==> src/rtl/param_mux_reg_pkg.sv <==
// Shared constants and helpers for the param_mux_reg word multiplexer.
// Imported by the top and its output-register sub-module.
package param_mux_reg_pkg;

   // Value driven onto every output bit when select addresses no input.
   localparam logic MUX_FILL_BIT = 1'b0;

   // Minimum select width able to address depth inputs.
   function automatic int unsigned sel_width_for(input int unsigned depth);
      return (depth < 2) ? 1 : $clog2(depth);
   endfunction

endpackage

==> src/rtl/param_mux_reg_mux_out_reg.sv <==
// Enable-gated output register for the selected word and the select-range error flag.
// Asynchronous active-high reset clears both.
module param_mux_reg_mux_out_reg
   import param_mux_reg_pkg::*;
#(
   parameter int unsigned BIT_WIDTH = 2
) (
   input  logic                 clk,
   input  logic                 rst,
   input  logic                 en_i,
   input  logic [BIT_WIDTH-1:0] data_i,
   input  logic                 err_i,
   output logic [BIT_WIDTH-1:0] data_o,
   output logic                 err_o
);

   logic [BIT_WIDTH-1:0] data_d, data_q;
   logic                 err_d, err_q;

   always_comb begin
      data_d = data_q;
      err_d  = err_q;
      if (en_i) begin
         data_d = data_i;
         err_d  = err_i;
      end
   end

   always_ff @(posedge clk or posedge rst) begin
      if (rst) begin
         data_q <= '0;
         err_q  <= 1'b0;
      end else begin
         data_q <= data_d;
         err_q  <= err_d;
      end
   end

   assign data_o = data_q;
   assign err_o  = err_q;

endmodule

==> src/rtl/param_mux_reg.sv <==
// Parameterized N:1 word multiplexer with a zero-latency output, a registered
// copy and a registered select-out-of-range flag.
module param_mux_reg
   import param_mux_reg_pkg::*;
#(
   parameter int unsigned BIT_WIDTH = 2,
   parameter int unsigned DEPTH     = 4,
   parameter int unsigned SEL_WIDTH = 2
) (
   input  logic                       clk,
   input  logic                       rst,
   input  logic [BIT_WIDTH*DEPTH-1:0] dataIn,
   input  logic [SEL_WIDTH-1:0]       select,
   input  logic                       en,
   output logic [BIT_WIDTH-1:0]       muxout,
   output logic [BIT_WIDTH-1:0]       muxout_reg,
   output logic                       sel_err
);

   if (DEPTH < 2) begin : g_chk_depth
      $fatal(1, "param_mux_reg: DEPTH must be >= 2");
   end
   if (BIT_WIDTH < 1) begin : g_chk_width
      $fatal(1, "param_mux_reg: BIT_WIDTH must be >= 1");
   end
   if (SEL_WIDTH < sel_width_for(DEPTH)) begin : g_chk_sel
      $fatal(1, "param_mux_reg: 2**SEL_WIDTH must be >= DEPTH");
   end

   logic [DEPTH-1:0]     hit;
   logic [BIT_WIDTH-1:0] term [DEPTH];
   logic [BIT_WIDTH-1:0] or_word;
   logic [BIT_WIDTH-1:0] muxout_d;
   logic                 sel_err_d;

   // One-hot decode feeding an AND-OR tree; all slice bounds are elaboration constants.
   for (genvar k = 0; k < DEPTH; k++) begin : g_slice
      assign hit[k]  = (select == SEL_WIDTH'(k));
      assign term[k] = dataIn[k*BIT_WIDTH +: BIT_WIDTH] & {BIT_WIDTH{hit[k]}};
   end

   always_comb begin
      or_word = '0;
      for (int unsigned k = 0; k < DEPTH; k++) begin
         or_word = or_word | term[k];
      end
   end

   always_comb begin
      sel_err_d = ~(|hit);
      muxout_d  = sel_err_d ? {BIT_WIDTH{MUX_FILL_BIT}} : or_word;
   end

   assign muxout = muxout_d;

   param_mux_reg_mux_out_reg #(
      .BIT_WIDTH(BIT_WIDTH)
   ) u_mux_out_reg (
      .clk    (clk),
      .rst    (rst),
      .en_i   (en),
      .data_i (muxout_d),
      .err_i  (sel_err_d),
      .data_o (muxout_reg),
      .err_o  (sel_err)
   );

endmodule

==> config.mk <==
export PLATFORM = sky130hd
export DESIGN_NAME = param_mux_reg
export DESIGN_NICKNAME = d
export VERILOG_FILES = /design/src/rtl/param_mux_reg_pkg.sv /design/src/rtl/param_mux_reg_mux_out_reg.sv /design/src/rtl/param_mux_reg.sv
export SDC_FILE = /design/constraint.sdc
export NUM_CORES = 1
export LEC_CHECK = 0
export CORE_AREA = 4 4 41 43
export DETAILED_ROUTE_END_ITERATION = 10
export DIE_AREA = 0 0 45 47
export GPL_TIMING_DRIVEN = 0
export PLACE_DENSITY = 0.5
export SETUP_SLACK_MARGIN = 0.3
export SLEW_MARGIN = 20
export SYNTH_ARGS = -nofsm -noshare
export SYNTH_HDL_FRONTEND = slang
export SYNTH_SLANG_ARGS = --single-unit
==> constraint.sdc <==
create_clock -name clk -period 0.8 [get_ports clk]
set_input_delay 0.08 -clock clk [delete_from_list [all_inputs] [get_ports clk]]
set_output_delay 0.08 -clock clk [all_outputs]
set_load 0.005 [all_outputs]
# == After elaboration in Yosys (flattened, before gate mapping) ==
# Cells that the tools add are included.
# totals
regBits,3
inputBits,13
out_inout_bits,5
elab_cells,16
# op_classes
eq_ne,3
mux,1
bitwise,8
reduce_logical,2
# ops
operator,n
$and 2x2->2,4
$or 2x2->2,3
$eq 2x2->1 const B,2
$reduce_or 4->1,1
$eq 2x1->1 const B,1
$logic_not 2->1,1
$mux 2,1
$not 1->1,1

# == Logic depth before layout (Yosys ltp) ==
# Gate-level depths: netlist of the first run.
# logic_depth
word_depth,6
depth_mapped,3
mapped_depth_nobuf,2

# == Modules after synthesis ==
# A second synthesis of the first run with hierarchy kept.
# hier_totals
cells_unflattened,10
area_unflattened_um2,168.9
# by_module_without_submodules
module,n_inst,cells_per_inst,area_per_inst_um2,seq_area_each_um2
param_mux_reg_mux_out_reg,1,7,112.6,75.1
param_mux_reg,1,3,56.3,0.0

# == Worst setup path after synthesis of the first run ==
# OpenSTA, ideal clock, no wires.
# synth_path
kind,reg-to-reg
startpoint,reg u_mux_out_reg.data_o[1] (netlist name)
endpoint,reg u_mux_out_reg.data_q[1] (netlist: u_mux_out_reg.data_o[1])
arrival_time_ns,0.518
slack_ns,0.142
path_stages_with_launch,3
n_path_buf,0
cell_sequence,dfrtp_1 -> nand2b_1 -> o221ai_1
# synth_rtl
element,line,source
"end signal, assigned",param_mux_reg_mux_out_reg.sv:34,data_q <= data_d;
"end, declared",param_mux_reg_mux_out_reg.sv:17,"logic [BIT_WIDTH-1:0] data_d, data_q;"

# == Final worst setup path of the first run ==
# layout_path
startpoint,reg u_mux_out_reg.data_q[1] (netlist: u_mux_out_reg.data_o[1])
endpoint,out muxout_reg[1]
# layout_rtl
element,line,source
"end, declared",param_mux_reg.sv:16,"output logic [BIT_WIDTH-1:0] muxout_reg,"
# No word-level cell between the ends.

==> metrics, run 1 <==
Placer Congestion 0.7268; CTS Buf Count 3; Crit Path Class reg2out; row cnt 13; layout cell share with drive strength beyond 1 70.45%; syn_area_per_cell 10.91 um^2; Tmin final 0.8055 ns; Setup violations, final 3; R2R depth 2; Initial Util 15.10%; largest stage delay on the critical path 0.37 ns; Crit path depth 1; hpwl dp 601.9 um; Worst Path Arrival 0.73 ns; die area about 2100 um^2; LEAKAGE between 0.2 and 0.25 nW; initial drt markers 1; Final Slew Violations 0; RR Startpoint u_mux_out_reg.err_o$_DFFE_PP0P_; ANT nets after route 0; antenna diode count 0; Fmax achieved 1241 MHz; die width 45 um; DRC 0; setup total negative slack -0.009346 ns; clock skew 0 ns; Worst Path Required 0.72 ns; first-pass GRT wire length 1276 um; Crit-path slowest cell dfrtp_1; drt pass-1 iters 2; Seq cells post-synth 3; CTS clock-pin slew for the worst setup and hold paths 0.04 ns; CTS Sinks 3; delay-heaviest family, CP flip-flops; routed len/inst roughly 13 um; Port Buf Inserts 16; Final nets 58; GRT Residual Overflow 0; highest-count cells in the layout ignoring fill and taps buf_2, buf_4, mux2i_4; die height 47 um; Worst setup SP type register; max_slew headroom 84.80%; RSZ-0062 raised after global routing yes; reg2reg setup slack 0.08 ns; Distinct cells, synth 8; violated checks setup timing; CP bufs+invs 1; vias 248; area grow syn2layout 134.4%; Post-Syn Nets 31; crit-path max FO 2; Hold WC Path Type in2async; run status complete, but fails checks; antenna violations before repair 0; PwrDens approximately 1400 nW/um^2; Worst-Margin Slew 0.2280 ns; Post-Route WL 753 um; H-tree depth 1; Final Hold Violating Endpoints 0; largest net degree at the start of global routing 6; Mapped Cells 18; Cell Area, Synth between 150 and 200 um^2; clock buffer depth 2; CTS tree done; gr usage total 9.105%; core area 1301 um^2; Synthesis Warnings 0; most common cell after layout, fill and taps aside buf_2; VDD IR max 0.5899 mV; max_cap viols 0; Clk Latency, worst-skew pair 0.23 ns; vias per cell 4.203; Post-CTS Hold Buffers 0; FF-to-FF End u_mux_out_reg.err_o$_DFFE_PP0P_; Ports 18; worst hold slack approximately 0.014 ns; slack of the critical path -0.005481 ns; Critical Path Start u_mux_out_reg.data_o[1]$_DFFE_PP0P_; Tcrit/Tclk final 100.7%; worst path cell trace buf_2; CP endpoint muxout_reg[1]; vias in the first global route around 280; post-synthesis sequential area ratio 38.22%; CTS root buffer clkbuf_4; crit end category output pin
## per-layer routing
metal	up-vias	track usage [%]	share of wire (%)
met2	18	14.97	50
met5	-	0	0
li1	115	-	-
met4	0	10.53	1.1
met1	113	8.467	38
met3	2	2.682	11
## how the worst min path moves through the flow
stage | cells after the start | endpoint | start | slack [ns]
global route | 2 | u_mux_out_reg.data_o[0]$_DFFE_PP0P_ | rst | 0.02
global placement | 2 | u_mux_out_reg.data_o[0]$_DFFE_PP0P_ | rst | 0.25
CTS | 2 | u_mux_out_reg.data_o[1]$_DFFE_PP0P_ | rst | 0.006
finish | 2 | u_mux_out_reg.data_o[0]$_DFFE_PP0P_ | rst | 0.01
detailed placement | 2 | u_mux_out_reg.data_o[1]$_DFFE_PP0P_ | rst | 0.26
floorplan | 1 | u_mux_out_reg.data_o[0]$_DFFE_PP0P_ | rst | -0.17
## report_power, final
group          total [mW]  switching [mW]  internal (mW)
sequential          0.172         0.00614          0.165
clock               0.260          0.0737          0.187
combinational       0.207          0.0820          0.124
## logic make-up (layout without fill, tap and decap cells)
logic type / count (synthesis) / after routing / share of synthesized area [%]
compound gates: 2 / 2 / 8.919
mux: 6 / 6 / 30.57
buf+inv: 2 / 28 / 7.641
flops: 3 / 3 / 38.22
simple gates: 5 / 5 / 14.65
## cell usage after synthesis
| cell type | number | area (um^2) |
|---|---|---|
| nand2_1 | 1 | 3.750 |
| o221ai_1 | 2 | 17.52 |
| nor2b_1 | 1 | 6.260 |
| mux2i_1 | 6 | 60.06 |
| buf_6 | 1 | 11.26 |
| dfrtp_1 | 3 | 75.07 |
| inv_1 | 1 | 3.750 |
| nand2b_1 | 3 | 18.77 |
## area by class of cell
type / instances / area [um^2]
Buffer: 1 / 20.02
Clock buffer: 4 / 26.28
Fill cell: 144 / 840.8
Inverter: 1 / 3.754
Multi-Input combinational cell: 13 / 176.4
Sequential cell: 3 / 75.07
Tap cell: 15 / 18.77
Timing Repair Buffer: 22 / 140.1
## flip-flops by register name (all words and copies together), names as in the netlist
register,flops
u_mux_out_reg.err_o,1
u_mux_out_reg.data_o,2
## per-stage QoR
step / power [mW] / setup WS (ns) / area [um^2] / util [%] / instances
final: 0.6383 / -0.005481 / 460.4 / 35.38 / 59
after global routing: 0.6991 / -0.04692 / 460.4 / 35.38 / 59
after CTS: 0.6472 / -0.02104 / 446.7 / 34.33 / 58
after detailed placement: 0.3467 / -0.6315 / 379.1 / 29.13 / 49
after global placement: 0.3437 / -0.6404 / 379.1 / 29.13 / 49
after floorplan: 0.2301 / 0.1422 / 200.2 / - / 18
## what timing repair did
action / 4_1_cts / 5_1_grt
pin swaps: 0 / 0
setup endpoints to repair: 8 / 8
gates resized for setup: 64 / 1
cloned: 0 / 0
buffers inserted: 5 / 1
Note: power is estimated with default switching activity, not from simulation.
==> inputs of run 2 (changes only) <==
--- a/config.mk
+++ b/config.mk
@@ -11,6 +11,7 @@
 export GPL_TIMING_DRIVEN = 0
 export PLACE_DENSITY = 0.5
 export SETUP_SLACK_MARGIN = 0.3
+export SKIP_LAST_GASP = 1
 export SLEW_MARGIN = 20
 export SYNTH_ARGS = -nofsm -noshare
 export SYNTH_HDL_FRONTEND = slang
==> metrics, run 2 (synthesized netlist as in run 1, its figures left out) <==
die width 45 um (unchanged); ANT nets after route 0 (unchanged); violated checks setup timing; met1 GRT Util 8.219% (-0.25 points); area grow syn2layout 134.4% (unchanged); Ports 18 (unchanged); hpwl dp 601.9 um (unchanged); CP bufs+invs 1 (unchanged); largest net degree at the start of global routing 6 (unchanged); largest stage delay on the critical path 0.37 ns (about the same); Fmax achieved 1241 MHz (unchanged); clock skew 0 ns (unchanged); Comb power frac 32.3% (about the same); CTS Buf Count 3 (unchanged); CTS Sinks 3 (unchanged); Post-CTS Hold Buffers 0 (unchanged); drt pass-1 iters 2 (unchanged); gr usage total 8.940% (-0.17 points); Flop pwr share 26.9% (about the same); VDD IR max 0.5899 mV (about the same); CTS clock-pin slew for the worst setup and hold paths 0.04 ns (about the same); net switching power figure 0.1618 mW (about the same); max_cap viols 0 (unchanged); vias in the first global route 281 (-0.71%); Crit-path slowest cell dfrtp_1; vias 248 (unchanged); Worst Path Arrival 0.73 ns (about the same); Port Buf Inserts 16 (unchanged); # fillers 144 (unchanged); most common cell after layout, fill and taps aside buf_2; CTS tree done; row cnt 13 (unchanged); Net Sw Frac 25.36% (about the same); Final Slew Violations 0 (unchanged); number of flip-flops in the largest register 2 (unchanged); Worst setup SP type register; core area 1301 um^2 (unchanged); Clk Latency, worst-skew pair 0.23 ns (about the same); PwrDens 1386 nW/um^2 (about the same); fin cells 59 (unchanged); Final Hold Violating Endpoints 0 (unchanged); Final nets 58 (unchanged); clock share of power 40.8% (about the same); GRT Residual Overflow 0 (unchanged); setup total negative slack -0.009031 ns (+0.0003151 ns); vias per cell 4.203 (unchanged); Worst Path Required 0.72 ns (about the same); Hold WC Path Type in2async; routed len/inst 12.71 um (-0.40%); area post-placement 379.1 um^2 (unchanged); Placer Congestion 0.7268 (unchanged); first-pass GRT wire length 1235 um (-3.2%); Tmin final 0.8055 ns (unchanged); LEAKAGE 0.2154 nW (+0.41%); delay-heaviest family, CP flip-flops; die area 2115 um^2 (unchanged); reg2reg setup slack 0.08 ns (about the same); clock buffer depth 2 (unchanged); GRT Max-Usage Layer met2; GR Layer Usage met2 14.41% (-0.56 points); Post-Route WL 750 um (-0.40%); antenna diode count 0 (unchanged); run status complete, but fails checks; highest-count cells in the layout ignoring fill and taps buf_2, buf_4, mux2i_4, clkbuf_2; crit-path max FO 2 (unchanged); antenna violations before repair 0 (unchanged); max_slew headroom 84.87% (about the same); Setup violations, final 3 (unchanged); RSZ-0062 raised after global routing yes; post-route cell area 460.4 um^2 (unchanged); crit end category output pin; die height 47 um (unchanged); DRC 0 (unchanged); initial drt markers 1 (unchanged); M3 GR Usage 3.065% (+0.38 points); slack of the critical path -0.005481 ns (unchanged); CTS root buffer clkbuf_4; Initial Util 15.10% (unchanged); Crit Path Class reg2out; post-layout util 35.38% (unchanged); Cell Int Power 0.4764 mW (about the same); Inst Count DP 49 (unchanged); Worst-Margin Slew 0.2269 ns (-0.001156 ns); worst path cell trace buf_2; Tcrit/Tclk final 100.7% (unchanged); H-tree depth 1 (unchanged); Power Total 0.6382 mW (about the same); layout cell share with drive strength beyond 1 70.45% (unchanged)
run 2: timing repair:
action,in CTS,in global routing
buffers inserted,5,1
gates resized for setup,55,7
endpoints found under the setup margin,8,8
cloned,0,0
run 2: path summary, 6_finish.rpt:
check / cells past startpoint / to / startpoint
setup / recovery: 1 / muxout_reg[1] / u_mux_out_reg.data_o[1]$_DFFE_PP0P_
hold / removal: 2 / u_mux_out_reg.data_o[0]$_DFFE_PP0P_ / rst
setup reg to reg: 2 / u_mux_out_reg.err_o$_DFFE_PP0P_ / u_mux_out_reg.err_o$_DFFE_PP0P_
hold reg to reg: 2 / u_mux_out_reg.data_o[0]$_DFFE_PP0P_ / u_mux_out_reg.data_o[0]$_DFFE_PP0P_
max in group asynchronous: 2 / u_mux_out_reg.data_o[1]$_DFFE_PP0P_ / rst
min in group clk: 2 / u_mux_out_reg.err_o$_DFFE_PP0P_ / en
run 2: per-layer routing:
metal,part of all wire (%),up-vias
met2,50,18
met5,0,-
met1,37,113
met4,1.1,0
li1,-,115
met3,12,2
run 2: metrics by stage:
| stage | worst slack [ns] | hold WS, ns |
|---|---|---|
| after CTS | -0.02104 | 0.006390 |
| after global placement | -0.6404 | 0.2542 |
| after global routing | -0.04692 | 0.02073 |
| after detailed placement | -0.6315 | 0.2574 |
| final | -0.005481 | 0.01439 |
| after floorplan | 0.1422 | -0.1664 |
run 2: area by class of cell:
type                            instances  area, um^2  share of cell area, %
Multi-Input combinational cell         13       176.4                  38.32
Inverter                                1       3.754                 0.8152
Tap cell                               15       18.77                  4.076
Sequential cell                         3       75.07                  16.30
Clock buffer                            4       26.28                  5.707
Buffer                                  1       20.02                  4.348
Timing Repair Buffer                   22       140.1                  30.43
run 2: power groups by stage:
stage	combinational, mW	clock, mW	sequential, mW
floorplan	0.0553	0	0.175
global placement	0.170	0	0.174
detailed placement	0.173	0	0.174
CTS	0.191	0.278	0.172
global route	0.223	0.304	0.172
finish	0.206	0.260	0.172
==> inputs of run 3 (changes only) <==
--- a/config.mk
+++ b/config.mk
@@ -5,11 +5,13 @@
 export SDC_FILE = /design/constraint.sdc
 export NUM_CORES = 1
 export LEC_CHECK = 0
-export CORE_AREA = 4 4 41 43
+export CELL_PAD_IN_SITES_DETAIL_PLACEMENT = 1
+export CELL_PAD_IN_SITES_GLOBAL_PLACEMENT = 1
+export CORE_AREA = 2 2 39 41
 export DETAILED_ROUTE_END_ITERATION = 10
-export DIE_AREA = 0 0 45 47
+export DIE_AREA = 0 0 41 43
 export GPL_TIMING_DRIVEN = 0
-export PLACE_DENSITY = 0.5
+export PLACE_DENSITY = 0.63
 export SETUP_SLACK_MARGIN = 0.3
 export SKIP_LAST_GASP = 1
 export SLEW_MARGIN = 20
==> metrics, run 3 (synthesized netlist as in run 1, its figures left out) <==
Placer Congestion 0.5775 (-21%); largest stage delay on the critical path 0.38 ns (about the same); PwrDens 1403 nW/um^2 (+1.2%); # fillers 164 (+14%); run status complete, but fails checks; Crit Path Class reg2out; GRT Residual Overflow 0 (unchanged); vias per cell 4.095 (-2.6%); Worst Path Required 0.72 ns (about the same); Fmax achieved 1218 MHz (-1.9%); gr usage total 10.56% (+1.6 points); post-layout util 35.44% (+0.058 points); highest-count cells in the layout ignoring fill and taps buf_2, buf_6; CP bufs+invs 1 (unchanged); Final Slew Violations 0 (unchanged); Cell Int Power 0.5084 mW (+6.7%); CTS root buffer clkbuf_4; clock share of power 38.3% (-2.5 points); Ports 18 (unchanged); CTS Buf Count 3 (unchanged); Net Sw Frac 26.12% (+0.76 points); crit-path max FO 2 (unchanged); RR Startpoint u_mux_out_reg.data_o[1]$_DFFE_PP0P_; Inst Count DP 50 (+2.0%); FF-to-FF End u_mux_out_reg.data_o[1]$_DFFE_PP0P_; Setup violations, final 3 (unchanged); core area 1384 um^2 (+6.3%); Flop pwr share 25.1% (-1.8 points); clock buffer depth 2 (unchanged); antenna violations before repair 0 (unchanged); reg2reg setup slack 0 ns (-0.08 ns); CTS Sinks 3 (unchanged); initial drt markers 1 (unchanged); row cnt 14 (+1); max_slew headroom 87.48% (+2.6 points); Tmin final 0.8211 ns (+0.01566 ns); Post-Route WL 923 um (+23%); largest net degree at the start of global routing 6 (unchanged); clock skew 0 ns (unchanged); Port Buf Inserts 16 (unchanged); layout cell share with drive strength beyond 1 70.21% (-0.24 points); Final nets 61 (+5.2%); first-pass GRT wire length 1159 um (-6.2%); CTS tree done; worst path cell trace buf_2; Worst Path Arrival 0.74 ns (about the same); drt pass-1 iters 2 (unchanged); Crit path depth 1 (unchanged); H-tree depth 1 (unchanged); vias in the first global route 283 (+0.71%); CTS clock-pin slew for the worst setup and hold paths 0.04 ns (about the same); crit end category output pin; Worst setup SP type register; Tcrit/Tclk final 102.6% (+2.0 points); net switching power figure 0.1797 mW (+11%); routed len/inst 14.65 um (+15%); setup total negative slack -0.04238 ns (-0.03335 ns); violated checks setup timing; hpwl dp 558.3 um (-7.2%); DRC 0 (unchanged); vias 258 (+4.0%); R2R depth 3 (+1); VDD IR max 0.6846 mV (+16%); slack of the critical path -0.02114 ns (-0.01566 ns); Worst-Margin Slew 0.1826 ns (-0.04432 ns); max_cap viols 0 (unchanged); area grow syn2layout 149.7%; die area 1763 um^2 (-17%); Initial Util 14.20% (-0.90 points); Clk Latency, worst-skew pair 0.23 ns (about the same); Crit-path slowest cell dfrtp_1; Hold WC Path Type in2async; delay-heaviest family, CP flip-flops; die width 41 um (-8.9%); antenna diode count 0 (unchanged); Comb power frac 36.6% (+4.3 points); number of flip-flops in the largest register 2 (unchanged); Final Hold Violating Endpoints 0 (unchanged); ANT nets after route 0 (unchanged); most common cell after layout, fill and taps aside buf_2; fin cells 63 (+6.8%); die height 43 um (-8.5%); LEAKAGE 0.2349 nW (+9.1%); RSZ-0062 raised after global routing yes
run 3: worst max-delay path by stage:
stage	startpoint	to	slack (ns)
global route	select[0]	muxout[0]	-0.07
detailed placement	select[1]	muxout[0]	-0.67
floorplan	u_mux_out_reg.data_o[1]$_DFFE_PP0P_	u_mux_out_reg.data_o[1]$_DFFE_PP0P_	0.14
global placement	select[1]	muxout[0]	-0.66
CTS	u_mux_out_reg.data_o[1]$_DFFE_PP0P_	muxout_reg[1]	-0.03
finish	u_mux_out_reg.data_o[1]$_DFFE_PP0P_	muxout_reg[1]	-0.02
run 3: repair_timing:
item,4_1_cts,5_1_grt
setup endpoints to repair,8,8
pin swaps,1,1
setup buffers,8,1
hold buffers,0,0
gates resized for setup,57,8
run 3: power groups by stage:
stage	clock, mW	sequential (mW)	combinational (mW)
3_3_place_gp	0	0.174	0.170
5_1_grt	0.308	0.174	0.271
2_1_floorplan	0	0.175	0.0553
4_1_cts	0.280	0.172	0.202
3_5_place_dp	0	0.175	0.174
6_report	0.263	0.173	0.252
run 3: final cells by class:
type	count	area, um^2	share of cell area, %
timing repair buffer	25	185.2	37.76
multi-input combinational	13	160.2	32.65
sequential	3	75.07	15.31
clock buffer	4	26.28	5.357
buffer	1	20.02	4.082
tap	16	20.02	4.082
inverter	1	3.754	0.7653
run 3: per-layer routing:
layer,wire (um),up-vias,GRT usage (%)
met5,0,-,0
met4,14,0,8.000
met3,114,2,4.188
met2,451,20,18.13
met1,342,115,8.738
li1,-,121,-
run 3: through the flow:
step                setup WS (ns)  instance area [um^2]  hold slack (ns)  power, mW
floorplan                  0.1422                 200.2          -0.1664     0.2301
global placement          -0.6558                 380.4           0.2527     0.3432
CTS                      -0.02661                 436.7         0.003138     0.6546
detailed placement        -0.6746                 380.4           0.2539     0.3489
finish                   -0.02114                 490.5         0.007988     0.6881
global route             -0.07073                 490.5        0.0007994     0.7527
